==> src/rtl/arith_pkg.sv <==
// Shared arithmetic package for the divider/multiplier pair.
// Holds the default operand width and the sequencing state enum
// used by both sequential arithmetic units.
package arith_pkg;

  localparam int unsigned WIDTH_DEFAULT = 32;

  typedef enum logic [1:0] {
    IDLE = 2'd0,
    RUN  = 2'd1,
    DONE = 2'd2
  } state_t;

endpackage

==> src/rtl/shift_add_multiplier.sv <==
// Sequential multiply-accumulate: p = a*b + addend, one multiplier bit per clock.
// Reconstructs a dividend from divider outputs (a=q, addend=r, b=divisor).
//
// Ports:
//   clock   in   1        rising-edge clock
//   reset   in   1        asynchronous active-high reset, clears all state
//   start   in   1        level-sampled request, accepted only in IDLE
//   a       in   WIDTH    multiplicand, captured on accept
//   b       in   WIDTH    multiplier, captured on accept
//   addend  in   WIDTH    zero-extended accumulator seed, captured on accept
//   busy    out  1        high in RUN and DONE
//   done    out  1        one-cycle pulse when p is updated
//   p       out  2*WIDTH  result, held until the next done
module shift_add_multiplier
  import arith_pkg::*;
#(
  parameter int unsigned WIDTH = WIDTH_DEFAULT
) (
  input  logic               clock,
  input  logic               reset,
  input  logic               start,
  input  logic [WIDTH-1:0]   a,
  input  logic [WIDTH-1:0]   b,
  input  logic [WIDTH-1:0]   addend,
  output logic               busy,
  output logic               done,
  output logic [2*WIDTH-1:0] p
);

  localparam int unsigned KW = $clog2(WIDTH) + 1;
  localparam logic [KW-1:0] K_LAST = KW'(WIDTH - 1);

  state_t             state;
  logic [2*WIDTH-1:0] a_sh;
  logic [WIDTH-1:0]   b_sh;
  logic [2*WIDTH-1:0] acc;
  logic [KW-1:0]      k;
  logic [2*WIDTH-1:0] acc_next;

  // Single shared adder; the last step's sum is written to p directly so
  // done lands exactly WIDTH edges after the accept edge.
  always_comb begin
    acc_next = acc;
    if (b_sh[0]) begin
      acc_next = acc + a_sh;
    end
  end

  always_ff @(posedge clock or posedge reset) begin
    if (reset) begin
      state <= IDLE;
      a_sh  <= '0;
      b_sh  <= '0;
      acc   <= '0;
      k     <= '0;
      busy  <= 1'b0;
      done  <= 1'b0;
      p     <= '0;
    end else begin
      case (state)
        IDLE: begin
          done <= 1'b0;
          if (start) begin
            a_sh  <= {{WIDTH{1'b0}}, a};
            b_sh  <= b;
            acc   <= {{WIDTH{1'b0}}, addend};
            k     <= '0;
            busy  <= 1'b1;
            state <= RUN;
          end
        end
        RUN: begin
          acc  <= acc_next;
          a_sh <= a_sh << 1;
          b_sh <= b_sh >> 1;
          k    <= k + KW'(1);
          if (k == K_LAST) begin
            p     <= acc_next;
            done  <= 1'b1;
            state <= DONE;
          end
        end
        DONE: begin
          done  <= 1'b0;
          busy  <= 1'b0;
          state <= IDLE;
        end
        default: begin
          done  <= 1'b0;
          busy  <= 1'b0;
          state <= IDLE;
        end
      endcase
    end
  end

endmodule

==> config.mk <==
export PLATFORM = sky130hd
export DESIGN_NAME = shift_add_multiplier
export DESIGN_NICKNAME = d
export VERILOG_FILES = /design/src/rtl/arith_pkg.sv /design/src/rtl/shift_add_multiplier.sv
export SDC_FILE = /design/constraint.sdc
export NUM_CORES = 1
export LEC_CHECK = 0
export ABC_AREA = 1
export CAP_MARGIN = 0
export CORE_MARGIN = 2
export CORE_UTILIZATION = 41
export CTS_BUF_LIST = sky130_fd_sc_hd__clkbuf_4 sky130_fd_sc_hd__clkbuf_8
export DETAILED_ROUTE_END_ITERATION = 8
export PLACE_DENSITY = 0.57
export SLEW_MARGIN = 20
export SYNTH_ARGS = -nofsm -noshare
export SYNTH_HDL_FRONTEND = slang
export SYNTH_SLANG_ARGS = --single-unit
==> constraint.sdc <==
create_clock -name clock -period 10.26 [get_ports clock]
set_clock_uncertainty 0.05 [all_clocks]
set_input_delay 1.539 -clock clock [delete_from_list [all_inputs] [get_ports clock]]
set_output_delay 1.539 -clock clock [all_outputs]
set_load 0.02 [all_outputs]
---- Yosys cells after proc, flatten, opt, wreduce, memory -nomap -nowiden ----
Index checks and enable logic that the tools add are counted.
Widths: inputs -> output; s select.
storage, ports and cells
  bits in registers ....................... 234
  input bits .............................. 99
  output and inout port bits .............. 66
  logic and storage cells ................. 37
cells by class
  add/sub/neg operators ................... 2
  equality and inequality tests ........... 4
  mux-type cells .......................... 16
  bitwise operators ....................... 1
  reduce and logical (&&, ||, !) cells .... 6
operators with widths
  cell                 count
  $pmux 64 s2          2
  $mux 64              3
  $add 64x64->64       1
  $pmux 32 s2          1
  $mux 32              1
  $pmux 6 s2           1
  $reduce_and 2->1     4
  $add 6x1->6 const B  1
  $eq 6x5->1 const B   1
  $mux 6               1
  $mux 2               2
  $ne 2x2->1 const B   2
  $pmux 2 s2           1
  $mux 1               3
  $eq 2x1->1 const B   1
  $logic_not 2->1      1
  $pmux 1 s2           1
  $reduce_bool 2->1    1
  $not 1->1            1

---- Logic depth before layout (Yosys ltp) ----
Gate-level depths: netlist (run 1).
  depth after elaboration ................. 3
  depth in mapped cells ................... 17
  depth with buffers taken out ............ 17

---- Worst setup path after synthesis (run 1) ----
OpenSTA, ideal clock, no wires.
  path kind ............................... input port to flip-flop
  from .................................... input start
  to ...................................... register b_sh[10]
  data arrival time ....................... 2.304 ns
  required time ........................... 10.086 ns
  setup slack ............................. 7.782 ns
  stages .................................. 7
  path buffers ............................ 2
  path through ............................ nand3_2 -> inv_2 -> nor2_4 -> buf_4 -> buf_2 -> a22oi_1 -> nand2_1
between the ends
  longest elaborated chain between the ends .. 2
ends and longest elaborated chain
  what                        RTL line                    text
  start: declaration          shift_add_multiplier.sv:21  input logic start,
  $ne 2x2->1 (no line)        --
  $reduce_and 2->1 (no line)  --
  end signal: assignment      shift_add_multiplier.sv:75  b_sh <= b_sh >> 1;
  end: declaration            shift_add_multiplier.sv:35  logic [WIDTH-1:0] b_sh;
Every way passes these cells.
A chain may end at the register's enable or synchronous reset.

---- Worst setup path in the final report (run 1) ----
  from .................................... register state[1]
  to ...................................... register acc[31]
between the ends
  longest elaborated chain between the ends .. 3
  elaborated cells between the ends (all ways) .. 6
ends and longest elaborated chain
  what                                                       RTL line                    text
  start: declaration                                         shift_add_multiplier.sv:33  state_t state;
  start signal: assignment                                   shift_add_multiplier.sv:51  state <= IDLE;
  start signal: assignment                                   shift_add_multiplier.sv:69  state <= RUN;
  start signal: assignment                                   shift_add_multiplier.sv:80  state <= DONE;
  $eq 2x1->1 or $logic_not 2->1 (tied branches)              shift_add_multiplier.sv:60  case (state)
  $reduce_bool 2->1 (no line) or $ne 2x2->1 (tied branches)  --
  $reduce_and 2->1 (no line)                                 --
  end signal: assignment                                     shift_add_multiplier.sv:66  acc <= {{WIDTH{1'b0}}, addend};
  end signal: assignment                                     shift_add_multiplier.sv:73  acc <= acc_next;
  end: declaration                                           shift_add_multiplier.sv:36  logic [2*WIDTH-1:0] acc;
Parallel ways exist; a longest one is shown, timed or not.

==> out/metrics.cfg, run 1 <==
[power]
power_mw=7.08
p_int_mw=3.45
irDropWorstVdd_uv=203
p_leak_nw=10.2
combinationalPowerShare_pct=61.9
switchingPower_mw=3.63
p_clk_share_pct=14.5
powerDensity_nw_per_um2=370
seq_power_share_pct=23.7
switching_share_pct=51.3

[synthesis]
async_reset_ff_share_pct=100
synth-main-ff-cell=dfrtp_1
synthAdderAreaFrac_pct=5.09
seq_area_frac_synth_pct=36.3
yosysUniqueCellTypes=39
synth_top_area_share_pct=36.3
synthCells=2409
syn_area_per_cell_um2=6.69
synth-seq-cells=234
synth-simple-area-share_pct=36.1
synth_xor_area_share_pct=1.58
synthTopCellsByArea=dfrtp_1 (36%), nand2_1 (22%), inv_1 (9.5%), ha_1 (5.0%), nand3_1 (4.7%)
synth_edf_count=0
synthMuxAreaShare_pct=0
yosysWarningCount=0
syn_area_um2=16100
synth_compound_area_share_pct=8.85
synth_top_family_by_area=simple AND/OR/NAND/NOR gates
synth_fp_nets=2573
yosys.area.top_type=dfrtp_1

[grt]
grtUsageTotal_pct=26.7
use_met2_pct=39.9
globalRouteOverflowTotal=0
grt.busiest_layer=met1
use_met1_pct=40.8
antenna_found_initial=0
first_global_vias=15200
use_met3_pct=3.31
grt_pass1_wl_um=85500
grt_max_degree=105

[placed_design]
port_buffers=164
dp.cells=3030
dp_slack_ns=4.80
gp_congestion=0.960
hpwl_um=40700

[worst_setup_path]
cp.arrival_ns=5.60
crit_path_max_fanout=84
endpoint_kind=flop
required_ns=10.76
criticalPathCategory=flop to flop
cp-start-kind=flop

[cts]
cts_buffer_depth=3
numCtsBuffers=42
htree_levels=2
clk_latency_ns=0.62
cts_setup_buffers=0
cts_root_buf=clkbuf_8
cts_tree=yes
cts_resized=0
holdBufCountCts=0
cts.clk_slew.worst_paths_ns=0.07
cts_sinks=234

[timing]
rsz0062_at_grt=no
fin_crit_sh_pct=49.7
holdWs_ns=0.419
max_slew_margin_pct=26.6
layout_setup_ws_ns=5.16
setup-tns-final_ns=0
worstMarginPinSlew_ns=1.10
slew_viol_final=0
post-route-min-period_ns=5.10
finalSetupViolCount=0
hold_viol=0
max_freq_ghz=0.196

[hold_path]
hp-class=flop to flop

[job]
drv_cap=0

[layout]
area_growth_pct=18.8
final-instance-count-excl-fill=3104
final_cell_mix=nand2_1 (965), inv_1 (405), dfrtp_1 (233), clkdlybuf4s50_1 (164), nand3_1 (152)
final_nets=2720
antenna_cells=0
layout_commonest_cell=nand2_1
final_layout_size_suffix_gt1_share_pct=8.62

[routing]
routed_via_density=4.95
ant_nets=0
firstDrtPassIters=5
first_iter_violations=1028
wl_per_cell_um=17.2
routed_wl_um=53500
vias=15400
drcViolationCount=0

[die]
initial_utilization_pct=41.6
dieArea_um2=40900
core_um2=38700
dieHeight_um=202
num_rows=72
die_w_um=202
ioPinCount=165

[outcome]
status=finished clean

==> path summary, 6_finish.rpt <==
check | depth (start not counted) | startpoint | endpoint | slack (ns)
worst max-delay path | 11 | state[1] | acc[31] | 5.16
worst min-delay path | 2 | p[0] | p[0] | 0.42
worst max register to register | 11 | state[1] | acc[31] | 5.16
worst min register to register | 2 | p[0] | p[0] | 0.42
max in group asynchronous | 3 | reset | b_sh[0] | 7.39
min in group asynchronous | 2 | reset | acc[61] | 1.38
==> registers in the layout, summed over array words and instances, names as in the netlist <==
| name | cells |
|---|---|
| busy | 1 |
| k | 6 |
| p | 64 |
| done | 1 |
| acc | 64 |
| a_sh | 64 |
| b_sh | 32 |
| state | 2 |
==> Yosys cell counts, drive strengths merged (12+ instances only) <==
cell type and count:
nand2 1002, nor2 132, o22ai 38, or2 26
ha 64, dfrtp 234, o221ai 24, xnor2 26
a21oi 45, o21ai 43, nand3 176, inv 420
buf 41, clkbuf 32, nor3 12, o211ai 41
a22oi 17
==> metrics by stage <==
step,util [%],cell area (um2)
floorplan,-,16100
CTS,49.4,19100
global route,49.4,19100
global placement,46.9,18200
detailed placement,46.9,18200
finish,49.4,19100
==> per-layer routing <==
metal	wire [um]	part of all wire, %	vias to the layer above
li1	-	-	7752
met1	27500	51	7181
met2	22300	42	362
met3	2690	5.0	58
met4	1040	1.9	0
met5	0	0	-
==> power by group through the flow <==
| stage | logic [mW] | clock network, mW | registers [mW] |
|---|---|---|---|
| global route | 4.91 | 1.09 | 1.73 |
| finish | 4.38 | 1.02 | 1.67 |
| CTS | 4.39 | 1.05 | 1.67 |
| global placement | 4.31 | 0 | 1.67 |
| floorplan | 2.96 | 0 | 1.73 |
| detailed placement | 4.37 | 0 | 1.68 |
==> worst max-delay path, stage by stage, from the launching register on <==
cell and delay, ns:
dfrtp_1 0.33, inv_1 0.08, nand2_2 0.63, buf_4 0.62, inv_2 0.51, nor2_4 0.20, buf_4 0.82, clkinv_2 0.75
buf_4 0.54, o21ai_0 0.23, inv_1 0.06, nand2_1 0.06
==> area by class of cell <==
class | instances | area [um2]
clock buffer | 63 | 830
clock inverter | 11 | 159
fill | 4086 | 19600
inverter | 424 | 1600
multi-input combinational | 1678 | 8320
sequential | 234 | 5860
tap | 518 | 648
timing repair buffer | 176 | 1730
==> cell families (layout without fill, tap and decap cells) <==
| kind of cell | count (synthesis) | in the layout |
|---|---|---|
| flops | 234 | 234 |
| compound gates | 220 | 220 |
| xor+xnor | 29 | 29 |
| simple gates | 1364 | 1364 |
| buf+inv | 497 | 674 |
| fa+ha+maj | 65 | 65 |
No activity file was read; power rests on OpenSTA's default activity.
==> run 2, diff against run 1 <==
--- a/config.mk
+++ b/config.mk
@@ -11,7 +11,7 @@
 export CORE_UTILIZATION = 41
 export CTS_BUF_LIST = sky130_fd_sc_hd__clkbuf_4 sky130_fd_sc_hd__clkbuf_8
 export DETAILED_ROUTE_END_ITERATION = 8
-export PLACE_DENSITY = 0.57
+export PLACE_DENSITY = 0.59
 export SLEW_MARGIN = 20
 export SYNTH_ARGS = -nofsm -noshare
 export SYNTH_HDL_FRONTEND = slang
==> constraint.sdc (replaced) <==
create_clock -name clock -period 4.6 [get_ports clock]
set_clock_uncertainty 0.05 [all_clocks]
set_input_delay 0.69 -clock clock [delete_from_list [all_inputs] [get_ports clock]]
set_output_delay 0.69 -clock clock [all_outputs]
set_load 0.02 [all_outputs]
==> run 2 against run 1 <==
  * Sequential share of layout area barely moved
  * Largest cell class unchanged
  * First-iteration DRC count rose by 18%
  * Sequential power rose by 120%
  * Highest routed layer is now met5
  * Combinational power rose by 120%
  * Clock-buffer cell count rose by 2
  * Worst hold slack improved by 0.0041 ns
  * Register-to-register slack got worse by 3.4 ns
  * Non-clock buffer count rose by 1
==> out/metrics.cfg, run 2 (same netlist as run 1, synthesis figures left out) <==
[routing]
routed_via_density=4.97  ; +0.50%
routed_wl_um=53200  ; -0.56%
wl_per_cell_um=17.1  ; -0.62%
vias=15400  ; +0.56%
drcViolationCount=0  ; unchanged
ant_nets=0  ; unchanged
firstDrtPassIters=5  ; unchanged
first_iter_violations=1209  ; +18%

[grt]
use_met3_pct=3.74  ; +0.44 points
grt.busiest_layer=met1
grt_pass1_wl_um=85300  ; -0.22%
antenna_found_initial=3  ; +3
globalRouteOverflowTotal=0  ; unchanged
grtUsageTotal_pct=26.7  ; about the same
grt_max_degree=97  ; -7.6%
use_met1_pct=40.8  ; about the same
first_global_vias=15300  ; +0.32%
use_met2_pct=39.1  ; -0.87 points

[worst_setup_path]
cp_top_family=simple AND/OR/NAND/NOR gates
required_ns=5.04  ; -5.72 ns
criticalPathCategory=flop to flop
max_stage_delay_ns=0.50  ; -0.32 ns
cp.arrival_ns=3.28  ; -2.32 ns
crit_top_cell=nand2_1
endpoint_kind=flop
critPathBufInv=1  ; -6
crit_path_max_fanout=4  ; -95%
crit_slowest_cell=fa_1
rrSetupSlack_ns=1.76  ; -3.40 ns
cp-start-kind=flop
crit_chain=ha_1 > fa_1 > nand2_1 > inv_1 > nand2_1 > nand2_2 > nand2_1 > nand2_2 > nand2_1 > nand3_2 > nand2_1 > nand2_1 > nand2_1 > nand3_1 > o211ai_1 > nand2_1

[die]
initial_utilization_pct=41.6  ; unchanged
core_um2=38700  ; unchanged
dieHeight_um=202  ; unchanged
num_rows=72  ; unchanged
dieArea_um2=40900  ; unchanged
ioPinCount=165  ; unchanged
die_w_um=202  ; unchanged

[job]
drv_cap=0  ; unchanged

[timing]
finalSetupViolCount=0  ; unchanged
max_freq_ghz=0.352  ; +79%
rsz0062_at_grt=no
fin_crit_sh_pct=61.7  ; +12 points
worstMarginPinSlew_ns=1.06  ; -0.0395 ns
setup-tns-final_ns=0  ; unchanged
slew_viol_final=0  ; unchanged
max_slew_margin_pct=29.2  ; +2.6 points
hold_viol=0  ; unchanged
post-route-min-period_ns=2.84  ; -2.26 ns

[cts]
htree_levels=2  ; unchanged
clk_latency_ns=0.63  ; about the same
cts_buffer_depth=3  ; unchanged
numCtsBuffers=42  ; unchanged
cts_setup_buffers=0  ; unchanged
holdBufCountCts=0  ; unchanged
cts_tree=yes
cts_sinks=234  ; unchanged
cts_resized=0  ; unchanged
cts.clk_slew.worst_paths_ns=0.06  ; about the same
cts_root_buf=clkbuf_8

[power]
p_leak_nw=10.2  ; about the same
power_mw=15.7  ; +120%
powerDensity_nw_per_um2=818  ; +120%
irDropWorstVdd_uv=595  ; +190%

[layout]
layout_commonest_cell=nand2_1
stdcell_area_um2=19100  ; about the same
final_layout_size_suffix_gt1_share_pct=8.69  ; +0.071 points
regArea_um2=5860  ; about the same
antenna_cells=0  ; unchanged
area_growth_pct=18.8  ; about the same
fillCellCount=4066  ; -0.49%
reg_top3=a_sh (64), acc (64), p (64)
final_cell_mix=nand2_1 (965), inv_1 (405), dfrtp_1 (233), clkdlybuf4s50_1 (164), nand3_1 (152)
final_nets=2721  ; +0.037%
multiInputGateArea_um2=8320  ; unchanged

[placed_design]
gp_congestion=0.960  ; about the same
port_buffers=164  ; unchanged
postPlaceCellArea_um2=18200  ; +0.21%
hpwl_um=40000  ; -1.8%

[outcome]
status=finished clean

[hold_path]
hp-class=flop to flop

[run 2: changes by cell type in the layout (fill, tap and decap cells not counted), sizes merged]
cell and delta:
bufinv -2, buf +1, clkbuf +2, clkinvlp +1, inv -1, clkinv +1
[run 2: per-layer routing]
layer	vias up	wire (um)
li1	7783	-
met4	2	1030
met1	7175	27100
met3	69	3050
met2	410	22000
met5	-	13
[run 2: power breakdown]
group          switching, mW  internal [mW]  total [mW]
Clock                  0.947           1.24        2.19
Combinational           6.47           3.31        9.78
Sequential             0.644           3.05        3.69
[run 2: cell type report]
cell class,count,share of cell area [%]
tap,518,3.38
clock buffer,65,4.41
clock inverter,10,0.555
sequential,234,30.6
inverter,424,8.33
timing repair buffer,177,9.30
multi-input combinational,1678,43.4
[run 2: metrics by stage]
step | utilization, % | std cells | hold slack [ns] | setup WS (ns)
global route | 49.4 | 3106 | 0.448 | 1.65
detailed placement | 47.0 | 3031 | 0.413 | 1.50
global placement | 47.0 | 3031 | 0.408 | 1.49
CTS | 49.4 | 3106 | 0.427 | 1.82
finish | 49.4 | 3106 | 0.423 | 1.76
floorplan | - | 2409 | 0.402 | 0.796
[run 2: final timing paths]
check	start	endpoint	cells past startpoint
max in group asynchronous	reset	acc[58]	3
worst min register to register	p[47]	p[47]	2
worst max register to register	a_sh[0]	p[40]	16
worst max-delay path	a_sh[0]	p[40]	16
min in group asynchronous	reset	acc[7]	2
worst min-delay path	p[47]	p[47]	2
[run 2: worst min-delay path, delay by kind of cell, from the launching register on]
kind	cells	cell delay (ns)
flops	1	0.34
simple gates	2	0.10
==> run 3, diff against run 2 <==
==> constraint.sdc (replaced) <==
create_clock -name clock -period 2.6 [get_ports clock]
set_clock_uncertainty 0.05 [all_clocks]
set_input_delay 0.39 -clock clock [delete_from_list [all_inputs] [get_ports clock]]
set_output_delay 0.39 -clock clock [all_outputs]
set_load 0.02 [all_outputs]
==> run 3 against run 2 <==
  * Utilization rose by 1.0 points
  * Die area unchanged
  * Final area up 2.0%
  * Critical path depth shrank 4
==> out/metrics.cfg, run 3 (same netlist as run 1, synthesis figures left out) <==
[layout]
layout_commonest_cell=nand2_1
stdcell_area_um2=19500  ; +2.0%
final_cell_mix=nand2_1 (958), inv_1 (405), dfrtp_1 (233), clkdlybuf4s50_1 (164), nand3_1 (152)
final_layout_size_suffix_gt1_share_pct=11.0  ; +2.3 points
reg_top3=a_sh (64), acc (64), p (64)
antenna_cells=0  ; unchanged
area_growth_pct=21.2
final_nets=2755  ; +1.2%
final-instance-count-excl-fill=3134  ; +0.90%

[die]
core_um2=38700  ; unchanged
die_w_um=202  ; unchanged
ioPinCount=165  ; unchanged
initial_utilization_pct=41.6  ; unchanged
num_rows=72  ; unchanged
dieArea_um2=40900  ; unchanged
dieHeight_um=202  ; unchanged

[cts]
cts_sinks=234  ; unchanged
cts.clk_slew.worst_paths_ns=0.06  ; about the same
cts_buffer_depth=3  ; unchanged
cts_tree=yes
cts_root_buf=clkbuf_8
clk_latency_ns=0.63  ; about the same
numCtsBuffers=43  ; +2.4%
htree_levels=2  ; unchanged

[hold_path]
hp-class=input port to asynchronous set/reset pin

[timing]
max_freq_ghz=0.395  ; +12%
slew_viol_final=0  ; unchanged
hold_viol=0  ; unchanged
worstMarginPinSlew_ns=0.617  ; -0.445 ns
fin_crit_sh_pct=97.3  ; +36 points
layout_setup_ws_ns=0.0706  ; -1.69 ns
post-route-min-period_ns=2.53  ; -0.310 ns
finalSetupViolCount=0  ; unchanged
holdWs_ns=0.137  ; -0.286 ns
max_slew_margin_pct=58.9  ; +30 points

[worst_setup_path]
crit_path_max_fanout=5  ; +1
ff2ff_path_depth=12  ; -4
cp-start-kind=flop
reg2reg_to=acc[59]
reg2reg_from=acc[58]
endpoint_kind=flop
required_ns=3.06  ; -1.98 ns
criticalPathCategory=flop to flop
rrSetupSlack_ns=0.07  ; -1.69 ns
cp.arrival_ns=2.99  ; -0.29 ns

[power]
powerDensity_nw_per_um2=1450  ; +77%
p_leak_nw=10.3  ; +1.3%
irDropWorstVdd_uv=1000  ; +68%

[routing]
wl_per_cell_um=17.4  ; +1.6%
top_layer_used=met4
drcViolationCount=0  ; unchanged
routed_via_density=4.96  ; -0.21%
firstDrtPassIters=5  ; unchanged
ant_nets=0  ; unchanged
dr_wl_met3_um=3360  ; +10%
vias=15500  ; +0.69%
wl_met2_um=22800  ; +3.7%
met1_length_um=27500  ; +1.4%
first_iter_violations=1166  ; -3.6%
routed_wl_um=54600  ; +2.5%

[grt]
grtUsageTotal_pct=27.1  ; +0.39 points
antenna_found_initial=1  ; -2
first_global_vias=15200  ; -0.34%
globalRouteOverflowTotal=0  ; unchanged
grt_max_degree=105  ; +8.2%
grt_pass1_wl_um=86400  ; +1.3%

[placed_design]
postPlaceCellArea_um2=18500  ; +1.9%
gp_congestion=0.950  ; -1.0%
dp_slack_ns=0.0432  ; -1.45 ns
hpwl_um=41200  ; +3.0%
port_buffers=164  ; unchanged
dp.cells=3064  ; +1.1%

[job]
drv_cap=0  ; unchanged

[outcome]
status=finished clean

## run 3: changes by cell type in the layout (fill, tap and decap cells not counted), moves of 3 or more
cell      previous run  this run
a21oi_1             45        42
buf_12               3        11
buf_4                9        35
clkbuf_4             8        11
clkbuf_8            57        52
ha_1                64        56
ha_2                 0         6
nand2_1            965       958
nand2_2             37        44
nor2_1             106        93
nor2_2              20        33
nor3_1               9         6
nor3_2               3         6
## run 3: timing repair
item | 4_1_cts | 5_1_grt
endpoints found under the setup margin | 0 | 32
gates resized for setup | 0 | 38
setup buffers | 0 | 0
hold buffers | 0 | 0
## run 3: worst max-delay path by stage
stage,startpoint,endpoint,slack (ns),cells past startpoint
6_report,acc[58],acc[59],0.07,12
5_1_grt,acc[58],acc[59],-0.0008,12
4_1_cts,acc[42],p[63],0.02,14
3_5_place_dp,acc[42],p[63],0.04,14
3_3_place_gp,acc[42],p[63],0.03,14
2_1_floorplan,reset,a_sh[0],-0.90,1
## run 3: layout make-up
cell class | instances | area (um2)
Clock buffer | 63 | 798
Multi-Input combinational cell | 1678 | 8460
Clock inverter | 7 | 55.1
Sequential cell | 234 | 5860
Tap cell | 518 | 648
Fill cell | 4026 | 19200
Timing Repair Buffer | 210 | 2120
Inverter | 424 | 1600
## run 3: per-stage QoR
step / power [mW] / TNS [ns] / utilization [%]
after floorplan: 18.5 / -211.51 / -
after global routing: 30.8 / -0.000791 / 50.4
final: 28.3 / 0 / 50.4
after global placement: 24.2 / 0 / 47.9
after CTS: 28.2 / 0 / 50.1
after detailed placement: 24.4 / 0 / 47.9
## run 3: metal layers
| metal | up-vias | track usage, % |
|---|---|---|
| met4 | 0 | 6.41 |
| met5 | - | 0 |
| met1 | 7209 | 41.4 |
| met2 | 450 | 39.9 |
| met3 | 53 | 4.06 |
| li1 | 7834 | - |
## run 3: report_power, final
| group | internal [mW] | switching [mW] |
|---|---|---|
| logic | 6.38 | 11.8 |
| registers | 5.40 | 1.16 |
| clock network | 1.96 | 1.64 |
## run 3: worst max-delay path: stages (launching register included)
cell,delay [ns]
dfrtp_1,0.40
ha_1,0.40
nand2_1,0.16
inv_1,0.10
nand2_1,0.17
nor3_2,0.20
nand2_1,0.12
nor2_1,0.25
nand2_1,0.17
nand3_1,0.11
nand3_2,0.12
nand3_1,0.11
nand2_1,0.05
